**config.mk**
```make
export PLATFORM = sky130hd
export DESIGN_NAME = echo_request_input
export DESIGN_NICKNAME = d
export VERILOG_FILES = /design/src/rtl/echo_request_input.sv
export SDC_FILE = /design/constraint.sdc
export NUM_CORES = 1
export LEC_CHECK = 0
export BUFFER_PORTS_ARGS = -buffer_cell sky130_fd_sc_hd__clkbuf_2
export CAP_MARGIN = 20
export CELL_PAD_IN_SITES_DETAIL_PLACEMENT = 1
export CELL_PAD_IN_SITES_GLOBAL_PLACEMENT = 2
export CORE_MARGIN = 3
export CORE_UTILIZATION = 30
export CTS_CLUSTER_DIAMETER = 50
export DETAILED_ROUTE_END_ITERATION = 8
export PLACE_DENSITY_LB_ADDON = 0.1
export SETUP_SLACK_MARGIN = 0.5
export SLEW_MARGIN = 10
export SYNTH_ARGS = -nofsm -noshare
export SYNTH_HDL_FRONTEND = slang
export SYNTH_SLANG_ARGS = --single-unit
```
**constraint.sdc**
```tcl
create_clock -name CLK -period 6.8 [get_ports CLK]
set_input_delay 1.7 -clock CLK [delete_from_list [all_inputs] [get_ports CLK]]
set_output_delay 1.7 -clock CLK [all_outputs]
set_load 0.005 [all_outputs]
```
**src/rtl/echo_request_input.sv**
```systemverilog
// Echo request input: buffers inbound pipe messages and presents them as say calls.
// Define ECHO_REQUEST_INPUT_BADTAG_EN to drop and count messages whose tag is not 1.
module echo_request_input #(
    parameter int DEPTH = 2,
    parameter int CNT_W = 16
) (
    input  logic             CLK,
    input  logic             RST,
    input  logic             pipe_enq__ENA,
    input  logic [95:0]      pipe_enq_v,
    output logic             pipe_enq__RDY,
    output logic             request_say__ENA,
    output logic [31:0]      request_say_meth,
    output logic [31:0]      request_say_v,
    input  logic             request_say__RDY,
    output logic [CNT_W-1:0] badtag_count
);

    localparam int PTR_W = $clog2(DEPTH);
    localparam int OCC_W = PTR_W + 1;

    logic [63:0]      mem [DEPTH];
    logic [PTR_W-1:0] head;
    logic [PTR_W-1:0] tail;
    logic [OCC_W-1:0] occ;
    logic             accept;
    logic             tag_ok;
    logic             store;
    logic             deliver;

    // Handshakes depend only on registered occupancy; reset forces the idle view.
    assign pipe_enq__RDY    = RST || (occ < OCC_W'(DEPTH));
    assign request_say__ENA = !RST && (occ != '0);
    assign accept           = pipe_enq__ENA && pipe_enq__RDY && !RST;
    assign deliver          = request_say__ENA && request_say__RDY;
    assign store            = accept && tag_ok;

    assign request_say_meth = mem[head][31:0];
    assign request_say_v    = mem[head][63:32];

`ifdef ECHO_REQUEST_INPUT_BADTAG_EN
    logic [CNT_W-1:0] bad_cnt;

    assign tag_ok       = (pipe_enq_v[31:0] == 32'd1);
    assign badtag_count = bad_cnt;

    always_ff @(posedge CLK) begin
        if (RST) begin
            bad_cnt <= '0;
        end else if (accept && !tag_ok && (bad_cnt != '1)) begin
            bad_cnt <= bad_cnt + 1'b1;
        end
    end
`else
    logic unused_tag;

    assign unused_tag   = ^pipe_enq_v[31:0];
    assign tag_ok       = 1'b1;
    assign badtag_count = '0;
`endif

    // Pointers wrap naturally because DEPTH is a power of two.
    always_ff @(posedge CLK) begin
        if (RST) begin
            head <= '0;
            tail <= '0;
            occ  <= '0;
        end else begin
            if (store) begin
                tail <= tail + 1'b1;
            end
            if (deliver) begin
                head <= head + 1'b1;
            end
            if (store && !deliver) begin
                occ <= occ + 1'b1;
            end else if (!store && deliver) begin
                occ <= occ - 1'b1;
            end
        end
    end

    always_ff @(posedge CLK) begin
        if (store) begin
            mem[tail] <= pipe_enq_v[95:32];
        end
    end

endmodule

```
# Yosys cells after proc, flatten, opt, wreduce, memory -nomap -nowiden
# Memory sizes are Yosys's and may differ from the RTL's. A register that Yosys moved wholly into a read port is not among the register bits.
# Index checks and enable logic that the tools add are counted.
[classes]
addsub = 4
n_mul = 0
div = 0
n_lt_le_gt_ge = 1
eq_ne = 0
shifts = 0
muxes = 6
bitwise = 0
reduce_logical = 12
[op_table]
columns = ["cell", "count"]
rows = [
  ["$logic_and A1 B1 Y1", 6],
  ["$mux W1", 4],
  ["$mux W2", 2],
  ["$reduce_bool A2 Y1", 2],
  ["$logic_not A1 Y1", 3],
  ["$add A1 B1 Y1 const B", 2],
  ["$add A2 B1 Y2 const B", 1],
  ["$lt A2 B2 Y1 const B", 1],
  ["$sub A2 B1 Y2 const B", 1],
  ["$logic_or A1 B1 Y1", 1],
]
[word_totals]
register_bits = 4
latch_bits = 0
ramBits = 128
romBits = 0
inputBits = 100
out_inout_bits = 82
elab_cells = 27
memories = 1
[mem_list]
columns = ["name", "depth", "word_bits", "rd", "rd_clocked_by_memory_dff", "write_ports", "line_no", "rtl"]
rows = [
  ["mem", 2, 64, 1, 1, 1, "22", "logic [63:0] mem [DEPTH];"],
]

# Depth between registers and ports, before layout
[logic_depth]
ltp_word = 8
depth_mapped = 7
depth_no_buf = 7

# Worst setup path before layout
# Ideal clock, no wire load.
[synth_timing]
kind = "input-to-reg"
from = "input port pipe_enq__ENA"
to = "memory mem[0][0], enable pin"
setup_time_ns = 0.494
arrival_ns = 4.930
t_required_ns = 6.306
setup_slack_ns = 1.376
path_stages = 3
n_path_buf = 0
path_cell_list = "nor2b_1 nor2b_1 nor2b_1"
[synth_between]
elab_chain_cells = 4
[synth_lines]
columns = ["element", "line_no", "rtl"]
rows = [
  ["start: declaration", "9", "input logic pipe_enq__ENA,"],
  ["$logic_and A1 B1 Y1 (2 in series)", "34", "assign accept = pipe_enq__ENA && pipe_enq__RDY && !RST;"],
  ["via accept", "26", "logic accept;"],
  ["$mux W1", "84", "if (store) begin"],
  ["$mux W1 (not written as such)", "85", "mem[tail] <= pipe_enq_v[95:32];"],
  ["end: declaration", "22", ""],
]
# The timed path passes the listed nets, and every way through them passes these cells.

# Worst setup path in the final report
[layout_timing]
from = "input port RST"
to = "output port request_say__ENA"
[layout_between]
elab_chain_cells = 2
[layout_lines]
columns = ["element", "line_no", "rtl"]
rows = [
  ["start: declaration", "8", "input logic RST,"],
  ["$logic_not A1 Y1", "33", "assign request_say__ENA = !RST && (occ != '0);"],
  ["$logic_and A1 B1 Y1", "33", ""],
  ["end: declaration", "12", "output logic request_say__ENA,"],
]
# Every way passes these cells.

==> flow_summary.json <==
{
  "status": "complete, no violations",
  "wire_per_inst_um": 15.7,
  "synth-compound-area-share_pct": 0.301,
  "synth_common_cells": "edfxtp_1 (128), mux2_2 (64), buf_4 (17)",
  "antenna_found_initial": 0,
  "die_h_um": 135,
  "grt.overflow.total": 0,
  "top_usage_layer": "met2",
  "first_global_vias": 2809,
  "clkSlewWorstSetupHoldPaths_ns": 0.05,
  "synth_area_leaders": "edfxtp_1 (77%), mux2_2 (14%), buf_4 (2.6%), dfxtp_1 (2.0%), buf_6 (1.4%)",
  "clockBufferDepth": 2,
  "post-route-util_pct": 39.3,
  "core_area_sq_mm": 0.0161,
  "worstMarginPinSlew_ns": 0.948,
  "synth_edf_count": 128,
  "crit_type": "in2out",
  "worstPathArrival_ns": 2.17,
  "post_cts_buffers": 0,
  "synth_top_family_by_area": "multiplexers",
  "diodes": 0,
  "drt-initial-drc-count": 99,
  "syn_area_sq_mm": 0.00499,
  "wirelength_mm": 9.68,
  "ys_types": 17,
  "synth_top_cell_area_share_pct": 77.0,
  "synth_adder_area_share_pct": 0.251,
  "io_buffer_count": 133,
  "vias_per_cell": 4.15,
  "met1_usage_pct": 12.9,
  "netlist_instances": 242,
  "synthArstFlopShare_pct": 0,
  "ys.flop_type": "edfxtp_1",
  "synth.most_common_cell": "edfxtp_1",
  "use_met3_pct": 3.76,
  "p_leak_nw": 2.35,
  "post-synth-top-area-cell": "edfxtp_1",
  "max-vdd-ir-drop_mv": 0.160,
  "h-tree-depth": 4,
  "synthToLayoutAreaGrowth_pct": 26.5,
  "min_path_type": "reg2reg",
  "finalSetupTns_ns": 0,
  "gp_congestion": 0.645,
  "start_util_pct": 31.1,
  "dieArea_sq_mm": 0.0182,
  "end_kind": "primary output",
  "grt_usage_pct": 10.8,
  "finClkSkew_ns": 0.00432,
  "cts_resized": 0,
  "via_count": 2559,
  "io_pins": 182,
  "design_area_sq_mm": 0.00631,
  "max_cap_viol_count": 0,
  "synth-simple-area-share_pct": 1.28,
  "drc": 0,
  "cp-start-kind": "primary input",
  "avgSynthCellArea_sq_um": 20.6,
  "setup_viol": 0,
  "ys_ff_latch": 133,
  "required_ns": 5.10,
  "finalPower_w": 0.00202,
  "cts.sinks": 133,
  "synthXorXnorAreaFrac_pct": 0.702,
  "dieWidth_um": 135,
  "layout-drive-gt1-share_pct": 57.0,
  "ys_seq_area_share_pct": 79.0,
  "clkLatencyLatePin_ns": 0.41,
  "power_density_mw_per_mm2": 320,
  "cts_made_buffers": 17,
  "grt_pass1_wl_mm": 14.8,
  "place_area_sq_mm": 0.00581,
  "fin_nets": 488,
  "use_met2_pct": 17.7,
  "period_share_pct": 56.9,
  "period_minus_slack_ns": 3.87,
  "drv_slew": 0,
  "cts_tree": "built",
  "hold_viol": 0,
  "cts-root-buf": "clkbuf_16",
  "dr.pass1.iters": 6,
  "rsz0062_at_grt": "no",
  "slew_headroom_pct": 36.8,
  "ant_nets": 0,
  "synth_mux_area_share_pct": 14.4,
  "grt_max_degree": 65,
  "cts-hold-fix-buffers": 0,
  "cp_max_fo": 8,
  "fp-row-count": 46,
  "dp_hpwl_mm": 6.01,
  "synth-warning-count": 0,
  "max_freq_mhz": 258
}
-- layer usage --
metal	share of wire, %	vias to the layer above	routed length (um)
met3	7.0	11	682
met5	0	-	0
met4	1.3	0	125
met2	50	97	4880
met1	41	1255	4000
li1	-	1196	-
-- logic make-up after synthesis --
logic type,after synthesis
simple gates,13
flops,133
xor+xnor,4
compound gates,3
buf+inv,23
other cells,1
mux,64
fa+ha+maj,1
-- sequential cells by signal, summed over array words and instances (netlist names), named ones only --
signal,count
head,1
mem,128
occ,2
tail,1
-- cell usage in the layout (no fill, tap or decap), types with 3 or more instances in the layout --
master,synthesis,layout
clkbuf_2,0,133
edfxtp_1,128,128
mux2_2,64,64
conb_1,1,16
xor2_1,3,3
nor2_1,6,6
clkbuf_16,0,17
clkinvlp_4,0,3
clkbuf_1,0,3
dfxtp_1,5,4
clkinv_2,0,7
-- metrics by stage --
stage               instances  setup slack, ns  hold WS [ns]
floorplan                 257             1.38         0.472
global placement          584             2.71         0.487
detailed placement        584             2.70         0.498
CTS                       616             2.92         0.510
global route              616             2.90         0.540
finish                    616             2.93         0.501
-- power breakdown --
| part | switching, W | internal, W |
|---|---|---|
| clock network | 0.000319 | 0.000457 |
| registers | 0.0000463 | 0.000960 |
| logic | 0.000102 | 0.000134 |
-- worst paths after layout --
| check | from | end | slack [ns] | cells past startpoint |
|---|---|---|---|---|
| setup reg to reg | occ[1]$_SDFFE_PP0P_ | mem[0][42]$_DFFE_PP_ | 4.22 | 4 |
| hold reg to reg | head$_SDFFE_PP0P_ | flop | 0.50 | 2 |
| hold / removal | head$_SDFFE_PP0P_ | flop | 0.50 | 2 |
| setup / recovery | RST | request_say__ENA | 2.93 | 3 |
-- worst max-delay path, cell delays in order --
cell and delay [ns]:
clkbuf_2 0.15, nor2_1 0.17, clkbuf_2 0.15
-- cell type report --
class / count / area (sq um)
clock buffers: 20 / 437
clock inverters: 12 / 65.1
fillers: 1616 / 9750
multi-input cells: 101 / 917
flip-flops and latches: 133 / 3950
well taps: 216 / 270
repair buffers: 134 / 673
Power figures use the tool's default switching activity.
